File: config.mk
export PLATFORM = sky130hd
export DESIGN_NAME = wb_protocol_monitor
export DESIGN_NICKNAME = d
export VERILOG_FILES = /design/src/rtl/wb_protocol_monitor.sv
export SDC_FILE = /design/constraint.sdc
export NUM_CORES = 1
export LEC_CHECK = 0
export ABC_AREA = 1
export CAP_MARGIN = 40
export CORE_MARGIN = 2
export CORE_UTILIZATION = 40
export CTS_CLUSTER_DIAMETER = 50
export DETAILED_ROUTE_END_ITERATION = 12
export GPL_TIMING_DRIVEN = 0
export HOLD_SLACK_MARGIN = 0.02
export PLACE_DENSITY = 0.73
export SYNTH_ARGS = -nofsm -noshare
export SYNTH_HDL_FRONTEND = slang
export SYNTH_SLANG_ARGS = --single-unit
File: constraint.sdc
create_clock -name wb_clk_i -period 5.15 [get_ports wb_clk_i]
set_input_delay 1.03 -clock wb_clk_i [delete_from_list [all_inputs] [get_ports wb_clk_i]]
set_output_delay 1.03 -clock wb_clk_i [all_outputs]
set_load 0.02 [all_outputs]
File: src/rtl/wb_protocol_monitor.sv
// wb_protocol_monitor
//   Passive Wishbone B4 protocol checker that taps the bus between the host
//   and the SDRAM controller. Every clock it checks the reset, cycle-start,
//   termination, stability and timeout rules. Each violation is recorded in
//   a sticky flag, a saturating violation-cycle counter and a first-error
//   capture. It supports classic (wait-state) and pipelined (stall and
//   outstanding) bus modes.
//
// Ports
//   wb_clk_i, wb_rst_i      bus clock; synchronous active-high reset. The
//                           reset is also one of the monitored signals.
//   wb_cyc_i ... wb_dat_i   monitored master signals
//   wb_ack_o, wb_err_o,     monitored slave responses (inputs here)
//   wb_stall_o
//   err_clr_i               one-cycle pulse that clears the sticky flags, the
//                           first-error capture and the violation counter
//   irq_mask_i              per-flag enable for irq_o
//   err_sticky_o            sticky flags: 0 STB_NO_CYC, 1 TERM_NO_REQ,
//                           2 RST_BUS, 3 UNSTABLE, 4 TIMEOUT, 5 MULTI_TERM,
//                           6 RST_SHORT, 7 OUTST_OVF
//   err_first_o/_vld_o      index of the first violation since the last clear
//   err_cnt_o               saturating count of cycles with any violation
//   xfer_cnt_o              wrapping count of terminated live requests
//   irq_o                   registered |(err_sticky_o & irq_mask_i)
module wb_protocol_monitor #(
  parameter int APP_AW    = 26,
  parameter int DW        = 32,
  parameter int PIPELINED = 0,
  parameter int TIMEOUT   = 256,
  parameter int MIN_RST   = 1,
  parameter int MAX_OUTST = 8,
  parameter int CNT_W     = 16
) (
  input  logic              wb_clk_i,
  input  logic              wb_rst_i,
  input  logic              wb_cyc_i,
  input  logic              wb_stb_i,
  input  logic              wb_we_i,
  input  logic [DW/8-1:0]   wb_sel_i,
  input  logic [APP_AW-1:0] wb_addr_i,
  input  logic [DW-1:0]     wb_dat_i,
  input  logic              wb_ack_o,
  input  logic              wb_err_o,
  input  logic              wb_stall_o,
  input  logic              err_clr_i,
  input  logic [7:0]        irq_mask_i,
  output logic [7:0]        err_sticky_o,
  output logic [2:0]        err_first_o,
  output logic              err_first_vld_o,
  output logic [CNT_W-1:0]  err_cnt_o,
  output logic [CNT_W-1:0]  xfer_cnt_o,
  output logic              irq_o
);

  localparam int SW = DW / 8;
  localparam int TW = (TIMEOUT > 0) ? $clog2(TIMEOUT + 1) : 1;
  localparam int OW = (MAX_OUTST > 0) ? $clog2(MAX_OUTST + 1) : 1;
  localparam int RW = (MIN_RST > 0) ? $clog2(MIN_RST + 1) : 1;

  localparam logic [TW-1:0] TIMER_LAST = (TIMEOUT > 0) ? TW'(TIMEOUT - 1) : '0;
  localparam logic [OW-1:0] OUTST_MAX  = OW'(MAX_OUTST);
  localparam logic [RW-1:0] RST_MIN    = RW'(MIN_RST);

  localparam int B_STB_NO_CYC  = 0;
  localparam int B_TERM_NO_REQ = 1;
  localparam int B_RST_BUS     = 2;
  localparam int B_UNSTABLE    = 3;
  localparam int B_TIMEOUT     = 4;
  localparam int B_MULTI_TERM  = 5;
  localparam int B_RST_SHORT   = 6;
  localparam int B_OUTST_OVF   = 7;

  typedef enum logic {
    IDLE = 1'b0,
    WAIT = 1'b1
  } state_t;

  state_t state, state_next;

  function automatic logic [CNT_W-1:0] sat_inc(input logic [CNT_W-1:0] v);
    return (&v) ? v : v + CNT_W'(1);
  endfunction

  // Lowest set index wins when several rules fire in the same cycle.
  function automatic logic [2:0] first_index(input logic [7:0] v);
    logic [2:0] idx;
    idx = 3'd0;
    for (int i = 7; i >= 0; i--) begin
      if (v[i]) idx = 3'(i);
    end
    return idx;
  endfunction

  logic              req, term, accept, changed, rst_fell;
  logic              cap_en, held, held_next, unstable;
  logic              run, timeout_hit, xfer_inc;
  logic [TW-1:0]     timer, timer_next;
  logic [OW-1:0]     outst, outst_next;
  logic [RW-1:0]     rst_len;
  logic              rst_p1;
  logic [7:0]        viol;
  logic              cap_we;
  logic [SW-1:0]     cap_sel;
  logic [APP_AW-1:0] cap_addr;
  logic [DW-1:0]     cap_dat;

  assign req      = wb_cyc_i & wb_stb_i;
  assign term     = wb_ack_o | wb_err_o;
  assign accept   = wb_stb_i & ~wb_stall_o;
  assign rst_fell = rst_p1 & ~wb_rst_i;
  assign changed  = (wb_addr_i != cap_addr) | (wb_we_i != cap_we) |
                    (wb_sel_i != cap_sel) | (wb_we_i & (wb_dat_i != cap_dat));

  // Request tracking: the classic FSM or the pipelined stall hold.
  always_comb begin
    state_next = state;
    cap_en     = 1'b0;
    held_next  = 1'b0;
    unstable   = 1'b0;
    if (PIPELINED == 0) begin
      unique case (state)
        IDLE: begin
          if (req & ~term) begin
            state_next = WAIT;
            cap_en     = 1'b1;
          end
        end
        WAIT: begin
          // Termination and abort both return to IDLE; an abort is legal.
          if (term | ~req) state_next = IDLE;
          unstable = req & changed;
        end
        default: state_next = IDLE;
      endcase
    end else begin
      // A stalled request is captured on its first stalled cycle and must stay
      // unchanged up to and including the cycle that accepts it.
      held_next = req & wb_stall_o;
      cap_en    = req & wb_stall_o & ~held;
      unstable  = held & wb_stb_i & changed;
    end
  end

  // Outstanding count, timeout timer and transfer counting.
  always_comb begin
    outst_next  = outst;
    timer_next  = '0;
    timeout_hit = 1'b0;
    if (PIPELINED != 0) begin
      if (accept & ~term) begin
        if (outst != OUTST_MAX) outst_next = outst + OW'(1);
      end else if (~accept & term) begin
        if (outst != '0) outst_next = outst - OW'(1);
      end
      // Dropping CYC abandons everything in flight.
      if (~wb_cyc_i) outst_next = '0;
      run      = (outst != '0) | (wb_stb_i & wb_stall_o);
      xfer_inc = term & ((outst != '0) | accept);
    end else begin
      run      = req;
      xfer_inc = term & req;
    end
    if ((TIMEOUT != 0) && run && !term) begin
      if (timer == TIMER_LAST) timeout_hit = 1'b1;
      else                     timer_next  = timer + TW'(1);
    end
  end

  always_comb begin
    viol                = '0;
    viol[B_STB_NO_CYC]  = wb_stb_i & ~wb_cyc_i;
    viol[B_TERM_NO_REQ] = (PIPELINED != 0) ? (term & (outst == '0) & ~accept)
                                           : (term & ~req);
    viol[B_RST_BUS]     = rst_fell & (wb_cyc_i | wb_stb_i);
    viol[B_UNSTABLE]    = unstable;
    viol[B_TIMEOUT]     = timeout_hit;
    viol[B_MULTI_TERM]  = wb_ack_o & wb_err_o;
    viol[B_RST_SHORT]   = rst_fell & (rst_len < RST_MIN);
    viol[B_OUTST_OVF]   = (PIPELINED != 0) &
                          ((accept & (outst == OUTST_MAX)) | (~wb_cyc_i & (outst != '0)));
  end

  // ---- stage p1: reset history (runs through reset) ----
  always_ff @(posedge wb_clk_i) begin
    rst_p1 <= wb_rst_i;
    if (wb_rst_i) begin
      if (!rst_p1)                rst_len <= RW'(1);
      else if (rst_len < RST_MIN) rst_len <= rst_len + RW'(1);
    end
  end

  // ---- stage p1: captured request (data, no reset) ----
  always_ff @(posedge wb_clk_i) begin
    if (cap_en) begin
      cap_addr <= wb_addr_i;
      cap_we   <= wb_we_i;
      cap_sel  <= wb_sel_i;
      cap_dat  <= wb_dat_i;
    end
  end

  // ---- stage p1: tracking state and reported results ----
  always_ff @(posedge wb_clk_i) begin
    if (wb_rst_i) begin
      state           <= IDLE;
      held            <= 1'b0;
      outst           <= '0;
      timer           <= '0;
      err_sticky_o    <= '0;
      err_first_o     <= '0;
      err_first_vld_o <= 1'b0;
      err_cnt_o       <= '0;
      xfer_cnt_o      <= '0;
      irq_o           <= 1'b0;
    end else begin
      state      <= state_next;
      held       <= held_next;
      outst      <= outst_next;
      timer      <= timer_next;
      xfer_cnt_o <= xfer_cnt_o + CNT_W'(xfer_inc);
      irq_o      <= |(err_sticky_o & irq_mask_i);
      // A clear in the same cycle as a violation wins; that violation is lost.
      if (err_clr_i) begin
        err_sticky_o    <= '0;
        err_first_o     <= '0;
        err_first_vld_o <= 1'b0;
        err_cnt_o       <= '0;
      end else if (|viol) begin
        err_sticky_o <= err_sticky_o | viol;
        err_cnt_o    <= sat_inc(err_cnt_o);
        if (!err_first_vld_o) begin
          err_first_o     <= first_index(viol);
          err_first_vld_o <= 1'b1;
        end
      end
    end
  end

endmodule

; After elaboration in Yosys (flattened, before gate mapping)
; Cells that the tools add are included.
[op_classes]
add_sub_neg = 4
n_lt_le_gt_ge = 1
eq_ne = 6
muxes = 15
bitwise_logic = 27
reduce_logical = 10
[op_table]
columns = operator, n
row1 = != test 32 bit, 1
row2 = != test 26 bit, 1
row3 = 2-to-1 mux 3 bit, 7
row4 = adder 16 x 1 -> 16 bit, 1
row5 = "adder 16 x 1 -> 16 bit, second input constant", 1
row6 = AND reduction 16 bit, 1
row7 = AND 1 bit, 11
row8 = "adder 9 x 1 -> 9 bit, second input constant", 1
row9 = "== test 9 x 8 -> 1 bit, second input constant", 1
row10 = AND 8 bit, 1
row11 = NOT 1 bit, 8
row12 = OR 8 x 7 -> 8 bit, 1
row13 = OR reduction 8 bit, 1
row14 = 2-to-1 mux 1 bit, 7
row15 = OR reduction 7 bit, 1
row16 = OR 1 bit, 6
row17 = AND reduction 2 bit, 3
row18 = != test 4 bit, 1
row19 = OR reduction 3 bit, 1
row20 = "!= test 2 x 1 -> 1 bit, second input constant", 1
row21 = case mux 1 bit (2 select lines), 1
row22 = OR reduction 2 bit, 1
row23 = "adder 1 bit, second input constant", 1
row24 = logical AND 1 bit, 1
row25 = other kinds (3), 3
[word_totals]
ff_bits = 120
input_bits = 79
output_inout_bits = 45
word_cells = 77

; Depth between registers and ports, before layout
; Gate-level depths: netlist (run 1).
[logic_depth]
word_depth = 10
depth_mapped = 16

; Worst setup path before layout (run 1)
; OpenSTA, ideal clock, no wires.
[synth_timing]
path_kind = input port to flip-flop
startpoint = input port wb_err_o
endpoint = register cap_addr[0], enable pin
setup_ps = 484
arrival_time_ps = 3924
t_required_ps = 4666
path_slack_ps = 742
stages = 3
path_cell_list = nor2_1 -> nand2_1 -> nor2_1
[synth_via]
elab_chain_cells = 5
[synth_lines]
columns = item, line_no
row1 = start: declaration, 43  ; input logic wb_err_o,
row2 = OR 1 bit, 108  ; assign term = wb_ack_o | wb_err_o;
row3 = NOT 1 bit, 123  ; if (req & ~term) begin
row4 = AND 1 bit, 123
row5 = 2-to-1 mux 1 bit, 123
row6 = 2-to-1 mux 1 bit, 121  ; unique case (state)
row7 = via cap_en, 95  ; logic cap_en, held, held_next, unstable;
row8 = end signal: assignment, 195  ; cap_addr <= wb_addr_i;
row9 = end: declaration, 104  ; logic [APP_AW-1:0] cap_addr;
; The timed path passes the listed nets, and every way through them passes these cells.
; A chain may end at the register's enable or synchronous reset.

; Worst setup path in the final report (run 1)
[layout_timing]
startpoint = input port wb_stb_i
endpoint = register xfer_cnt_o[14]
[layout_via]
elab_chain_cells = 3
[layout_lines]
columns = item, line_no
row1 = start: declaration, 37  ; input logic wb_stb_i,
row2 = AND 1 bit, 107  ; assign req = wb_cyc_i & wb_stb_i;
row3 = AND 1 bit, 161  ; xfer_inc = term & req;
row4 = adder 16 x 1 -> 16 bit, 220  ; xfer_cnt_o <= xfer_cnt_o + CNT_W'(xfer_inc);
row5 = end signal: assignment, 220
row6 = end: declaration, 51  ; output logic [CNT_W-1:0] xfer_cnt_o,
; No other way between the ends.

==> results.cfg, run 1 <==
[power_and_ir_drop]
leakage_nw = 2.75
pwr-share-seq_pct = 43.8
intPower_mw = 1.86
ir_worst_vdd_uv = 201
switching_power_mw = 0.488
switching_share_pct = 20.8
combPwrFrac_pct = 7.4
power_density_nw_per_um2 = 315
p_clk_share_pct = 48.8

[timing]
max_freq_ghz = 0.331
finalHoldViolCount = 0
min_period_over_period_pct = 58.6
max_slew_margin_pct = 58.2
fin_crit_ns = 3.02
finalSetupTns_ns = 0
setup_viol = 0
drv_slew = 0
tightest_slew_ns = 0.626
skew_ns = 0.0111
worst_slack_ns = 2.13
rsz0062_at_grt = false
whs_ns = 0.478

[floorplan]
dieHeight_microns = 120
core_area_sq_um = 13200
dieWidth_microns = 120
rows = 42
initial_core_util_pct = 40.8
dieArea_sq_um = 14400
pin_count = 124

[cts]
cts_root_buffer = clkbuf_16
clk_path_buf_depth = 2
cts_buffers = 17
cts_tree = done
hold_buffers = 0
cts_setup_buffers = 0
clk_latency_ns = 0.41
htreeDepth = 4
cts.repair.resized = 0
clk_pin_slew_worst_paths_ns = 0.05
clock_sinks = 119

[logic_synthesis]
yosys.area.top_type = edfxtp_1
yosysTopAreaCellShare_pct = 35.7
yosys.cell_count.top_type = nand2_1
synth_area_sq_um = 5390
post_synth.cell_area_avg_sq_um = 9.24
synth-seq-area-share_pct = 56.1
yosysWarnings = 0
syn_nets = 667
synthFlopType = edfxtp_1
async_reset_ff_share_pct = 0
netlist_instances = 583
synth-edff-count = 64
synth_common_cells = nand2_1, nor2_1, edfxtp_1, inv_1, dfxtp_1
ys_seq_elements = 119
synth_cell_type_count = 38
synth_area_leaders = edfxtp_1, dfxtp_1, nand2_1

[status]
status = finished, final reports clean

[finish]
layout.cells.non_filler = 913
syn2layout_area_growth_pct = 38.4
n_antenna_cell = 0
drive_above_1_share_pct = 9.23
utilization_pct = 56.5
final_nets = 808

[global_routing]
globalRouteOverflowTotal = 0
track_usage_pct = 16.8
grt_pass1_wl_mm = 18.9
grt_pass1_vias = 4088
antenna_found_initial = 0
grt_max_degree = 29

[setup_path]
cp_max_fo = 3
worstPathRequired_ns = 5.49
crit_path_start_kind = primary input
crit_type = primary input to flip-flop
endpoint_kind = flip-flop
worstPathArrival_ns = 3.36
r2r_end = err_cnt_o[6]
timing.rr.start = timer[0]
regToRegSetupSlack_ns = 2.64
rr_worst_depth = 14

[min_path]
worstHoldPathCells = 2
min_from = xfer_cnt_o[15]
hold_end = xfer_cnt_o[15]
min_path_type = flip-flop to flip-flop

[routing]
dr.pass1.iters = 4
wire_per_inst_microns = 12.9
finalWirelength_mm = 11.8
drc = 0
ant_nets = 0
vias = 4267
first_iter_violations = 250
routed_via_density = 4.67

[placed_design]
placement.setup.worst_slack_ns = 1.69
routabilityCongestion = 0.841
dp.cells = 881
numPortBuffers = 120
dp_hpwl_mm = 8.70

[run]
drv_cap = 0
-- state kept, by name (all words and copies together) (netlist names) --
name,cells
irq_o,1
xfer_cnt_o,16
err_cnt_o,16
err_first_o,3
err_first_vld_o,1
rst_len,1
state,1
timer,9
cap_dat,32
cap_addr,26
err_sticky_o,7
rst_p1,1
cap_sel,4
cap_we,1
-- per-layer routing --
layer  part of all wire (%)  vias to the layer above  global-route usage (%)
met2                     48                      119                    27.7
met1                     45                     1947                    20.6
met5                      0                        -                       0
met3                    6.0                       17                    5.04
li1                       -                     2184                       -
met4                    1.4                        0                    6.76
-- through the flow --
| stage | power, mW | area (sq um) |
|---|---|---|
| global placement | 1.21 | 6810 |
| floorplan | 1.12 | 5390 |
| CTS | 2.37 | 7460 |
| global route | 2.44 | 7460 |
| detailed placement | 1.22 | 6860 |
| finish | 2.35 | 7460 |
-- power groups by stage --
stage	logic (mW)	registers, mW	clock network [mW]
6_report	0.174	1.03	1.15
5_1_grt	0.191	1.03	1.22
4_1_cts	0.176	1.03	1.17
3_5_place_dp	0.174	1.05	0
3_3_place_gp	0.166	1.05	0
2_1_floorplan	0.0694	1.05	0
-- area by class of cell --
cell class,count,area [sq um]
multi-input combinational,387,2060
buffer,8,51.3
sequential,119,3020
clock inverter,6,32.5
timing repair buffer,122,1250
tap,176,220
inverter,69,259
fill,1143,5730
clock buffer,26,562
-- worst max-delay path, cell delays in order --
cell             delay, ns
clkdlybuf4s50_1       0.50
nand2_1               0.10
nor2_1                0.15
ha_1                  0.20
ha_1                  0.17
nand2_1               0.08
nor2_2                0.12
nand2_1               0.07
nor2_1                0.13
nand2_1               0.08
inv_2                 0.08
nand4_2               0.11
nor2_2                0.12
nand2_2               0.07
nor3_2                0.13
o21ai_0               0.09
a21oi_1               0.12
-- worst max path at each step --
stage              from        endpoint  slack, ns  cells after the start
2_1_floorplan  wb_err_o     cap_addr[0]       0.74                      3
3_3_place_gp   wb_err_o      cap_dat[1]      -0.83                      4
3_5_place_dp   wb_cyc_i  xfer_cnt_o[14]       1.69                     17
4_1_cts        wb_cyc_i  xfer_cnt_o[14]       2.13                     17
5_1_grt        wb_cyc_i  xfer_cnt_o[14]       1.89                     17
6_report       wb_stb_i  xfer_cnt_o[14]       2.13                     17
-- cell families after synthesis --
group                      Yosys count  share of synthesized area, %
and+or+nand+nor                    268                          22.0
DFF                                119                          56.1
buffers and inverters               77                          5.76
xor gates and xnor gates            57                          9.27
AOI/OAI and AO/OA                   56                          5.67
adders and majority gates            5                          1.16
other                                1                        0.0696
-- cell usage in the layout, fill, tap and decap left out, types with 2 or more instances in the layout --
master / instances
inv_2: 6
edfxtp_1: 64
clkdlybuf4s50_1: 120
a21oi_1: 29
nor2_4: 2
xnor2_1: 34
nand2_2: 8
nor2_1: 72
nand3_1: 23
nand2_1: 128
nand3b_1: 2
dfxtp_1: 55
nor2_2: 6
clkbuf_1: 4
a31oi_1: 3
clkbuf_16: 19
nor3b_1: 3
xor2_1: 23
nor4_2: 2
ha_1: 5
nor3_2: 3
o21ai_0: 11
nor3_1: 11
buf_2: 2
clkinv_2: 5
o21bai_1: 2
clkbuf_8: 6
inv_1: 63
o21ai_1: 5
o21a_1: 2
buf_6: 2
nand4_1: 4
Note: power is estimated with default switching activity, not from simulation.
==> run 2: changes to the inputs <==
- clock period: 5.15 -> 3 ns (I/O delays scaled with it)
==> run 2 against run 1 <==
Global-route usage increased by 0.42 points. Via count grew 1.3%. Combinational power up 72%. Flip-flop and latch count unchanged. Final area grew 0.77%. Hold slack worse by 0.0048 ns. Sequential power increased by 71%. Power up 80%. Routed wire length rose by 2.5%. Register-to-register slack got worse by 2.1 ns.
==> results.cfg, run 2 (synthesis gave the netlist of run 1 again) <==
[cts]
htreeDepth = 4
clock_sinks = 119
hold_buffers = 0
cts_buffers = 17
clk_pin_slew_worst_paths_ns = 0.05
cts_setup_buffers = 0
cts_root_buffer = clkbuf_16
clk_path_buf_depth = 2
cts.repair.resized = 0
cts_tree = done
clk_latency_ns = 0.41

[routing]
wl_met1_mm = 5.38
route.met2.wl_mm = 5.69
first_iter_violations = 283
drc = 0
vias = 4323
dr.pass1.iters = 4
ant_nets = 0
top_layer = met4
wl_met3_microns = 774
wire_per_inst_microns = 13.2
finalWirelength_mm = 12.1
routed_via_density = 4.73

[setup_path]
worstPathRequired_ns = 3.34
cpMostUsedCell = nand2_1
endpoint_kind = flip-flop
crit_chain = clkdlybuf4s50_1 > nand2_1 > nor2_1 > ha_1 > ha_1 > nand2_1 > nor2_2 > nand2_1 > nor2_1 > nand2_1 > inv_2 > nand4_2 > nor2_2 > nand2_2 > nor3_2 > o21ai_0 > a21oi_1
critical-path-max-stage-delay_ns = 0.50
worstPathArrival_ns = 2.96
crit_path_start_kind = primary input
worst_path_max_delay_cell = clkdlybuf4s50_1
cp_max_fo = 3
crit_type = primary input to flip-flop

[global_routing]
track_usage_pct = 17.2
grt_max_degree = 27
grt_pass1_vias = 4177
globalRouteOverflowTotal = 0
grt_pass1_wl_mm = 19.5
antenna_found_initial = 0

[finish]
fin_area_sq_um = 7510
final_common_cell = nand2_1
final_cell_mix = nand2_1, clkdlybuf4s50_1, nor2_1, edfxtp_1, inv_1
multi_input_area_sq_um = 2060
layout.cells.non_filler = 913
largest_register_ff_count = 32
top_regs = cap_dat (32), cap_addr (26)
n_antenna_cell = 0
regMostFlops = cap_dat
syn2layout_area_growth_pct = 39.5
seq_area_sq_um = 3020
final_nets = 808
num-fill-cells = 1151
drive_above_1_share_pct = 9.09

[placed_design]
numPortBuffers = 120
routabilityCongestion = 0.822
dp_hpwl_mm = 8.90
dp.cells = 881
placed_area_sq_um = 6860

[floorplan]
pin_count = 124
dieHeight_microns = 120
initial_core_util_pct = 40.8
dieWidth_microns = 120
dieArea_sq_um = 14400
rows = 42
core_area_sq_um = 13200

[timing]
rsz0062_at_grt = false
max_slew_margin_pct = 65.1
whs_ns = 0.473
finalSetupTns_ns = 0
max_freq_ghz = 0.382
fin_crit_ns = 2.62
tightest_slew_ns = 0.524
min_period_over_period_pct = 87.3
setup_viol = 0
drv_slew = 0
finalHoldViolCount = 0
skew_ns = 0.00542

[power_and_ir_drop]
ir_worst_vdd_uv = 329
power_density_nw_per_um2 = 562
leakage_nw = 2.78

[status]
status = finished, final reports clean

[run]
drv_cap = 0

[min_path]
min_path_type = flip-flop to flip-flop
## run 2: critical path: cells and delay by family
family,cells,cell delay (ns)
adder cells (fa/ha/maj),2,0.38
AO/OA/AOI/OAI,2,0.20
AND/OR/NAND/NOR,11,1.22
buffers and inverters,2,0.57
## run 2: where the power goes
part           internal, mW  total (mW)  switching [mW]
registers              1.75        1.76          0.0153
clock network          1.48        2.17           0.687
logic                 0.162       0.299           0.136
## run 2: final timing paths
| path | slack (ns) | cells past startpoint | startpoint | end |
|---|---|---|---|---|
| worst max register to register | 0.51 | 13 | timer[0] | err_cnt_o[5] |
| worst max-delay path | 0.38 | 17 | wb_stb_i | xfer_cnt_o[14] |
| worst min-delay path | 0.47 | 2 | xfer_cnt_o[15] | xfer_cnt_o[15] |
| worst min register to register | 0.47 | 2 | xfer_cnt_o[15] | xfer_cnt_o[15] |
## run 2: final cells by class
| cell class | count | area share (%) |
|---|---|---|
| clock buffer | 27 | 7.68 |
| sequential | 119 | 40.2 |
| multi-input combinational | 387 | 27.4 |
| buffer | 8 | 0.683 |
| inverter | 69 | 3.45 |
| timing repair buffer | 122 | 16.6 |
| clock inverter | 5 | 0.999 |
| tap | 176 | 2.93 |
## run 2: stage by stage
stage | utilization [%] | setup WS (ns) | total power [mW]
floorplan | - | 0.0734 | 1.92
global placement | 51.6 | -1.09 | 2.08
detailed placement | 52.0 | -0.0628 | 2.09
CTS | 57.0 | 0.379 | 4.27
global route | 57.0 | 0.109 | 4.39
finish | 57.0 | 0.382 | 4.23
## run 2: per-layer routing
layer | global-route usage, % | vias to the layer above
met1 | 21.3 | 1980
met3 | 5.32 | 21
met4 | 7.06 | 0
met5 | 0 | -
li1 | - | 2188
met2 | 28.0 | 134
